[config.mk]
export PLATFORM = sky130hd
export DESIGN_NAME = fetch_pc_unit
export DESIGN_NICKNAME = d
export VERILOG_FILES = /design/src/rtl/fetch_pc_unit_pkg.sv /design/src/rtl/fetch_pc_unit_next_pc_sel.sv /design/src/rtl/fetch_pc_unit.sv
export SDC_FILE = /design/constraint.sdc
export NUM_CORES = 1
export LEC_CHECK = 0
export CORE_UTILIZATION = 40
export CTS_CLUSTER_DIAMETER = 100
export DETAILED_ROUTE_END_ITERATION = 7
export PLACE_DENSITY = 0.68
export SLEW_MARGIN = 40
export SYNTH_ARGS = -nofsm -noshare
export SYNTH_HDL_FRONTEND = slang
export SYNTH_SLANG_ARGS = --single-unit
[constraint.sdc]
create_clock -name clk -period 3.2 [get_ports clk]
set_clock_uncertainty 0.2 [all_clocks]
set_input_delay 0.64 -clock clk [delete_from_list [all_inputs] [get_ports clk]]
set_output_delay 0.64 -clock clk [all_outputs]
set_load 0.1 [all_outputs]
[src/rtl/fetch_pc_unit_pkg.sv]
// Shared fetch definitions: bus widths, reset vector, fetch FSM encoding.
// Latency: n/a (types and constants only).
// Backpressure: n/a.
package fetch_pc_unit_pkg;

    localparam int          ADDR_BUS       = 32;
    localparam int          INST_BUS       = 32;
    localparam logic [31:0] FETCH_RESET_PC = 32'hbfc00000;

    // REQ: request in flight at pc; HOLD: instruction parked while ID stalls;
    // DISCARD: stale request still outstanding after a redirect, data dropped.
    typedef enum logic [1:0] {
        FETCH_REQ     = 2'd0,
        FETCH_HOLD    = 2'd1,
        FETCH_DISCARD = 2'd2
    } fetch_state_e;

endpackage

[src/rtl/fetch_pc_unit_next_pc_sel.sv]
// Next fetch address priority mux: live branch, then pending branch, then pc+4.
// Latency: purely combinational.
// Backpressure: a stalled branch is ignored here; the caller captures it later.
module fetch_pc_unit_next_pc_sel #(
    parameter int ADDR_W = 32
) (
    input  logic              branch_flag_i,
    input  logic              stall_i,
    input  logic [ADDR_W-1:0] branch_addr_i,
    input  logic              pend_valid_i,
    input  logic [ADDR_W-1:0] pend_addr_i,
    input  logic [ADDR_W-1:0] pc_i,
    output logic [ADDR_W-1:0] next_pc_o
);

    // Sequential pc+4 wraps naturally at the top of the address space.
    always_comb begin
        next_pc_o = pc_i + ADDR_W'(4);
        if (branch_flag_i && !stall_i) begin
            next_pc_o = branch_addr_i;
        end else if (pend_valid_i) begin
            next_pc_o = pend_addr_i;
        end
    end

endmodule

[src/rtl/fetch_pc_unit.sv]
// IF stage: owns pc, drives imem req/ack, fills the IF/ID slot {pc, inst}.
// Latency: zero-wait memory gives one instruction per cycle, slot valid 1 cycle after req.
// Backpressure: stall freezes the slot; data arriving under stall is parked (HOLD).
// Optional FETCH_ALIGN_CHECK_EN: misaligned pc skips memory and raises if_adel.
module fetch_pc_unit
    import fetch_pc_unit_pkg::*;
#(
    parameter int                ADDR_W   = ADDR_BUS,
    parameter int                INST_W   = INST_BUS,
    parameter logic [ADDR_W-1:0] RESET_PC = ADDR_W'(FETCH_RESET_PC)
) (
    input  logic              clk,
    input  logic              rst,
    input  logic              stall,
    input  logic              flush,
    input  logic [ADDR_W-1:0] flush_pc,
    input  logic              branch_flag,
    input  logic [ADDR_W-1:0] branch_addr,
    output logic              imem_req,
    output logic [ADDR_W-1:0] imem_addr,
    input  logic              imem_ack,
    input  logic [INST_W-1:0] imem_rdata,
`ifdef FETCH_ALIGN_CHECK_EN
    output logic              if_adel,
`endif
    output logic              if_valid,
    output logic [ADDR_W-1:0] if_pc,
    output logic [INST_W-1:0] if_inst
);

    fetch_state_e      state_q, state_d;
    logic [ADDR_W-1:0] pc_q, pc_d;
    logic [ADDR_W-1:0] disc_addr_q, disc_addr_d;
    logic              pend_valid_q, pend_valid_d;
    logic [ADDR_W-1:0] pend_addr_q, pend_addr_d;
    logic [INST_W-1:0] buf_q, buf_d;
    logic              if_valid_q, if_valid_d;
    logic [ADDR_W-1:0] if_pc_q, if_pc_d;
    logic [INST_W-1:0] if_inst_q, if_inst_d;
    logic              adel_q, adel_d;

    logic              misaligned;
    logic              req_live;
    logic              accept;
    logic [ADDR_W-1:0] next_pc;

`ifdef FETCH_ALIGN_CHECK_EN
    assign misaligned = (state_q == FETCH_REQ) && (pc_q[1:0] != 2'b00);
    assign if_adel    = adel_q;
`else
    assign misaligned = 1'b0;
`endif

    // A request is on the bus in REQ (unless misaligned) and in DISCARD.
    assign req_live  = (state_q == FETCH_DISCARD) || ((state_q == FETCH_REQ) && !misaligned);
    assign imem_req  = req_live && !rst;
    assign imem_addr = (state_q == FETCH_DISCARD) ? disc_addr_q : pc_q;

    assign accept = !stall && (((state_q == FETCH_REQ) && (imem_ack || misaligned)) ||
                               (state_q == FETCH_HOLD));

    assign if_valid = if_valid_q;
    assign if_pc    = if_pc_q;
    assign if_inst  = if_inst_q;

    fetch_pc_unit_next_pc_sel #(
        .ADDR_W (ADDR_W)
    ) u_next_pc_sel (
        .branch_flag_i (branch_flag),
        .stall_i       (stall),
        .branch_addr_i (branch_addr),
        .pend_valid_i  (pend_valid_q),
        .pend_addr_i   (pend_addr_q),
        .pc_i          (pc_q),
        .next_pc_o     (next_pc)
    );

    // Next-state: flush beats accept, accept beats park/bubble/branch capture.
    always_comb begin
        state_d      = state_q;
        pc_d         = pc_q;
        disc_addr_d  = disc_addr_q;
        pend_valid_d = pend_valid_q;
        pend_addr_d  = pend_addr_q;
        buf_d        = buf_q;
        if_valid_d   = if_valid_q;
        if_pc_d      = if_pc_q;
        if_inst_d    = if_inst_q;
        adel_d       = adel_q;

        if (flush) begin
            if_valid_d   = 1'b0;
            pend_valid_d = 1'b0;
            buf_d        = '0;
            adel_d       = 1'b0;
            pc_d         = flush_pc;
            if (req_live && !imem_ack) begin
                // Let the in-flight request finish at its original address.
                state_d     = FETCH_DISCARD;
                disc_addr_d = imem_addr;
            end else begin
                state_d = FETCH_REQ;
            end
        end else if (accept) begin
            if_valid_d   = 1'b1;
            if_pc_d      = pc_q;
            adel_d       = misaligned;
            if (state_q == FETCH_HOLD) begin
                if_inst_d = buf_q;
            end else if (misaligned) begin
                if_inst_d = '0;
            end else begin
                if_inst_d = imem_rdata;
            end
            pc_d         = next_pc;
            pend_valid_d = 1'b0;
            state_d      = FETCH_REQ;
        end else begin
            if ((state_q == FETCH_REQ) && req_live && imem_ack && stall) begin
                buf_d   = imem_rdata;
                state_d = FETCH_HOLD;
            end
            if ((state_q == FETCH_DISCARD) && imem_ack) begin
                state_d = FETCH_REQ;
            end
            if (!stall) begin
                if_valid_d = 1'b0;
                adel_d     = 1'b0;
            end
            // Branch seen while the delay slot is still in flight: remember it.
            if (branch_flag && !stall) begin
                pend_valid_d = 1'b1;
                pend_addr_d  = branch_addr;
            end
        end
    end

    // State register with synchronous reset.
    always_ff @(posedge clk) begin
        if (rst) begin
            state_q      <= FETCH_REQ;
            pc_q         <= RESET_PC;
            disc_addr_q  <= '0;
            pend_valid_q <= 1'b0;
            pend_addr_q  <= '0;
            buf_q        <= '0;
            if_valid_q   <= 1'b0;
            if_pc_q      <= '0;
            if_inst_q    <= '0;
            adel_q       <= 1'b0;
        end else begin
            state_q      <= state_d;
            pc_q         <= pc_d;
            disc_addr_q  <= disc_addr_d;
            pend_valid_q <= pend_valid_d;
            pend_addr_q  <= pend_addr_d;
            buf_q        <= buf_d;
            if_valid_q   <= if_valid_d;
            if_pc_q      <= if_pc_d;
            if_inst_q    <= if_inst_d;
            adel_q       <= adel_d;
        end
    end

endmodule
==> results_dict.tcl, run 1 <==
set metrics [dict create \
    period_minus_slack_ns 2.96 \
    postCtsSetupBuffers 0 \
    post-route-period-util 0.926 \
    violations "design-rule violations" \
    critPathMaxStageDelay_ns 0.48 \
    synth_top_area_frac 0.432 \
    cts.clk_slew.worst_paths_ns 0.08 \
    min_to "pend_addr_q[8]" \
    p_leak_nw 4.70 \
    cts_buffer_depth 2 \
    antenna_cells 0 \
    ant_nets 0 \
    fin_tns_setup_ns 0 \
    min_from "pend_addr_q[8]" \
    drtIter0Drc 683 \
    cp_max_fo 32 \
    seq_area_frac_synth 0.432 \
    cpLargestDelayFamily "buffers and inverters" \
    synth_area_leaders "dfxtp_1 43%, nand2_1 11%, a21oi_1 9.4%" \
    hold_path.class "register to register" \
    port_buffers 199 \
    critPathArrivalTime_ns 2.12 \
    synth.ff_latch_count 196 \
    crit_type "register to primary output" \
    pwr_density_cell_nw_per_um2 517 \
    layout_commonest_cell "nand2_1" \
    die_h_microns 153 \
    hpwlAfterDp_mm 19.6 \
    final_cell_mix "262 x nand2_1, 196 x dfxtp_1, 170 x a21oi_1" \
    num_vias 8966 \
    syn_nets 1261 \
    nets 1423 \
    io_pins 200 \
    critPathCaptureType "primary output" \
    num_rows 54 \
    synth_cell_type_count 62 \
    start_util 0.413 \
    max_freq_mhz 338 \
    cts_tree "built" \
    rsz0062_at_grt "false" \
    cp-start-kind "register" \
    cts_resized 0 \
    postSynth.asyncResetShare 0 \
    gp_congestion 0.880 \
    synth_ff_type "dfxtp_1" \
    status "finished with violations" \
    tightest_slew_ns 0.710 \
    synth-compound-area-share 0.224 \
    synthToLayoutAreaGrowth_pct 34.1 \
    numCtsBuffers 17 \
    whs_ns 0.251 \
    synth_enable_flop_cells 0 \
    max_slew_margin 0.527 \
    routed_wl_mm 28.3 \
    cts-root-buf "clkbuf_16" \
    power_mw 6.30 \
    crit_chain "nand2b_1 > buf_4 > mux2_2 > buf_12" \
    rrSetupSlack_ns 0.79 \
    cts_sinks 196 \
    antenna_found_initial 0 \
    wl_per_cell_microns 17.5 \
    clock_latency_ns 0.44 \
    grt_pass1_vias 8507 \
    worstReg2RegStart "pc_q[4]" \
    final-max-slew-violation-count 0 \
    drive_gt1_frac 0.176 \
    core_sq_um 22000 \
    netlist_instances 1158 \
    yosysWarnings 0 \
    finalNonFillerCells 1613 \
    cp.required_ns 2.36 \
    drv_cap 0 \
    drc 12 \
    timing.rr.end "pc_q[17]" \
    place_inst 1581 \
    synth_top_family_by_area "compound AO/OA/AOI/OAI gates" \
    htreeDepth 4 \
    die_x_microns 153 \
    synth_top_cell_by_area "dfxtp_1" \
    hold_buffers 0 \
    drtPass1Iterations 8 \
    synth_fa_ha_area_frac 0.00138 \
    synthMuxAreaShare 0.0794 \
    die_area_sq_um 23300 \
    grt_usage 0.242 \
    grt_pass1_wl_mm 44.9 \
    synth.avg_cell_area_sq_um 7.85 \
    overflow 0 \
    hold_path_depth 2 \
    ir_worst_vdd_mv 0.370 \
    synth-simple-area-share 0.206 \
    reg2regPathDepth 5 \
    viasPerCell 5.56 \
    synthXorXnorAreaFrac 0.00867 \
    crit_buf_inv 2 \
    setup_viol 0 \
    crit_slowest_cell "dfxtp_1" \
    hold_viol 0 \
    synth_area_sq_um 9090 \
    grt_max_degree 79 \
]
## logic make-up (layout without fill, tap and decap cells)
group                      Yosys count  in the layout
AOI/OAI and AO/OA                  339            339
and+or+nand+nor                    428            428
DFF                                196            196
muxes                               68             68
buffers and inverters              117            292
adders and majority gates            1              1
xor gates and xnor gates             9              9
## synthesized netlist by cell type, types with 5 or more instances
| library cell | number |
|---|---|
| a31o_2 | 5 |
| xnor2_1 | 6 |
| mux2_2 | 33 |
| a21oi_1 | 171 |
| mux2i_1 | 35 |
| and3_1 | 9 |
| dfxtp_1 | 196 |
| nand2_1 | 263 |
| o21ai_0 | 54 |
| nand4_1 | 6 |
| nand2b_1 | 6 |
| buf_1 | 14 |
| a41oi_1 | 5 |
| o211ai_1 | 6 |
| nor3_1 | 14 |
| inv_1 | 15 |
| a31oi_1 | 7 |
| clkbuf_1 | 83 |
| a221oi_1 | 5 |
| nor2_1 | 67 |
| a211oi_1 | 42 |
| nand3_1 | 29 |
## cell type report
class | instances | area (sq um)
fillers | 2066 | 9840
multi-input cells | 845 | 4750
clock inverters | 15 | 155
inverters | 16 | 60.1
well taps | 280 | 350
repair buffers | 244 | 2530
clock buffers | 17 | 425
flip-flops and latches | 196 | 3920
## power by group
group / switching (mW) / leakage (nW) / internal (mW)
clock network: 1.09 / 0.288 / 1.05
registers: 0.101 / 1.60 / 2.54
logic: 0.998 / 2.82 / 0.528
## stage by stage
stage	cell area, sq um	setup WS (ns)	utilization
6_report	12200	0.237	0.553
5_1_grt	12200	0.152	0.553
4_1_cts	12200	0.232	0.553
3_5_place_dp	11600	0.314	0.527
3_3_place_gp	11600	0.368	0.527
2_1_floorplan	9090	0.404	-
## sequential cells by signal, indices dropped and copies added, names as in the netlist
signal        count
if_valid          1
pend_addr_q      32
if_inst          32
pc_q             32
disc_addr_q      32
state_q           2
pend_valid_q      1
if_pc            32
buf_q            32
## worst max-delay path by stage
stage	from	end	slack (ns)	cells after the start
2_1_floorplan	rst	imem_req	0.40	4
3_3_place_gp	imem_ack	pc_q[30]	0.37	7
3_5_place_dp	imem_ack	pc_q[30]	0.31	7
4_1_cts	state_q[0]	imem_addr[27]	0.23	4
5_1_grt	state_q[0]	imem_addr[27]	0.15	4
6_report	state_q[0]	imem_addr[27]	0.24	4
## worst register-to-register path, stage by stage (launching register included)
cell,delay (ns)
dfxtp_1,0.58
nand3_4,0.21
or4_4,0.61
or4_1,0.41
a31o_1,0.23
a21oi_1,0.11
## layer usage
layer / track usage / share of wire / up-vias
met3: 0.0819 / 0.092 / 74
met4: 0.111 / 0.037 / 0
met2: 0.381 / 0.46 / 352
met1: 0.299 / 0.41 / 4148
li1: - / - / 4392
met5: 0 / 0 / -
Power figures use the tool's default switching activity.
==> run 2: changes to the inputs <==
--- a/config.mk
+++ b/config.mk
@@ -5,10 +5,11 @@
 export SDC_FILE = /design/constraint.sdc
 export NUM_CORES = 1
 export LEC_CHECK = 0
-export CORE_UTILIZATION = 40
+export CORE_ASPECT_RATIO = 1.4
+export CORE_UTILIZATION = 55
 export CTS_CLUSTER_DIAMETER = 100
 export DETAILED_ROUTE_END_ITERATION = 7
-export PLACE_DENSITY = 0.68
+export PLACE_DENSITY = 0.88
 export SLEW_MARGIN = 40
 export SYNTH_ARGS = -nofsm -noshare
 export SYNTH_HDL_FRONTEND = slang
==> results_dict.tcl, run 2 (synthesis gave the netlist of run 1 again) <==
set metrics [dict create \
    status "complete, no violations" \
    start_util 0.562 \
    core_sq_um 16200 \
    port_buffers 199 \
    die_h_microns 154 \
    final_cell_mix "262 x nand2_1, 196 x dfxtp_1, 171 x a21oi_1" \
    drtIter0Drc 847 \
    cp-start-kind "register" \
    cts_resized 0 \
    clock_latency_ns 0.43 \
    routed_wl_mm 27.3 \
    ir_worst_vdd_mv 0.501 \
    numCtsBuffers 17 \
    setup_viol 0 \
    num_rows 55 \
    cp_max_fo 32 \
    design_area_sq_um 12000 \
    placed_cell_area_sq_um 11400 \
    pwr_density_cell_nw_per_um2 522 \
    postCtsSetupBuffers 0 \
    whs_ns 0.251 \
    rrSetupSlack_ns 0.75 \
    post-route-period-util 0.922 \
    layout_commonest_cell "nand2_1" \
    cts.clk_slew.worst_paths_ns 0.06 \
    hpwlAfterDp_mm 18.7 \
    drc 0 \
    hold_path.class "register to register" \
    nets 1414 \
    antenna_cells 0 \
    period_minus_slack_ns 2.95 \
    grt_pass1_wl_mm 44.2 \
    final_util 0.742 \
    reg2regPathDepth 5 \
    use_met1 0.358 \
    top_usage_layer "met2" \
    drtPass1Iterations 7 \
    hold_path_depth 2 \
    min_to "pend_addr_q[31]" \
    cts_tree "built" \
    grt_max_degree 71 \
    gp_congestion 0.927 \
    cp.required_ns 2.36 \
    timing.rr.end "pc_q[17]" \
    ant_nets 0 \
    max_freq_mhz 339 \
    rsz0062_at_grt "false" \
    cts_sinks 196 \
    drive_gt1_frac 0.166 \
    hold_buffers 0 \
    cts_buffer_depth 2 \
    p_leak_nw 4.64 \
    grt_pass1_vias 8914 \
    use_met3 0.0721 \
    tightest_slew_ns 0.717 \
    min_from "pend_addr_q[31]" \
    num_vias 9212 \
    htreeDepth 4 \
    die_x_microns 111 \
    fin_tns_setup_ns 0 \
    critPathCaptureType "primary output" \
    critPathArrivalTime_ns 2.11 \
    worstReg2RegStart "pc_q[10]" \
    max_slew_margin 0.518 \
    io_pins 200 \
    grtUsageMet2 0.548 \
    cts-root-buf "clkbuf_16" \
    synthToLayoutAreaGrowth_pct 32.0 \
    final-max-slew-violation-count 0 \
    die_area_sq_um 17100 \
    viasPerCell 6.05 \
    overflow 0 \
    antenna_found_initial 0 \
    crit_type "register to primary output" \
    drv_cap 0 \
    grt_usage 0.320 \
    wl_per_cell_microns 18.0 \
    hold_viol 0 \
]
==> run 2: metrics by stage <==
| stage | setup WS (ns) | total power, mW | cells |
|---|---|---|---|
| finish | 0.250 | 6.26 | 1522 |
| global route | 0.166 | 6.47 | 1522 |
| CTS | 0.259 | 6.26 | 1522 |
| detailed placement | 0.239 | 4.20 | 1491 |
| global placement | 0.201 | 4.18 | 1491 |
| floorplan | 0.404 | 3.65 | 1158 |
==> run 2: report_power, final <==
part           switching [mW]  total (mW)  internal (mW)
combinational           0.996        1.52          0.520
clock                   0.906        2.10           1.19
sequential              0.100        2.65           2.55
==> run 2: layer usage <==
layer / routed length, microns / up-vias
met2: 13500 / 472
met3: 2090 / 100
li1: - / 4361
met4: 1270 / 0
met1: 10500 / 4279
met5: 0 / -
==> run 2: cell type report <==
class                           instances  area [sq um]
Clock buffer                           23           468
Clock inverter                          8           101
Fill cell                            1202          4180
Inverter                               16          60.1
Multi-Input combinational cell        845          4750
Sequential cell                       196          3920
Tap cell                              199           249
Timing Repair Buffer                  235          2450
==> run 2: how the worst max path moves through the flow <==
stage	from	to	cells past startpoint
2_1_floorplan	rst	imem_req	4
3_3_place_gp	imem_ack	pend_addr_q[8]	7
3_5_place_dp	stall	pc_q[0]	7
4_1_cts	state_q[0]	imem_addr[31]	4
5_1_grt	state_q[0]	imem_addr[8]	4
6_report	state_q[0]	imem_addr[31]	4
==> run 2: critical path: stages (launching register included) <==
cell and delay, ns:
dfxtp_1 0.47, nand2b_1 0.15, buf_4 0.42, mux2_2 0.44, buf_12 0.18
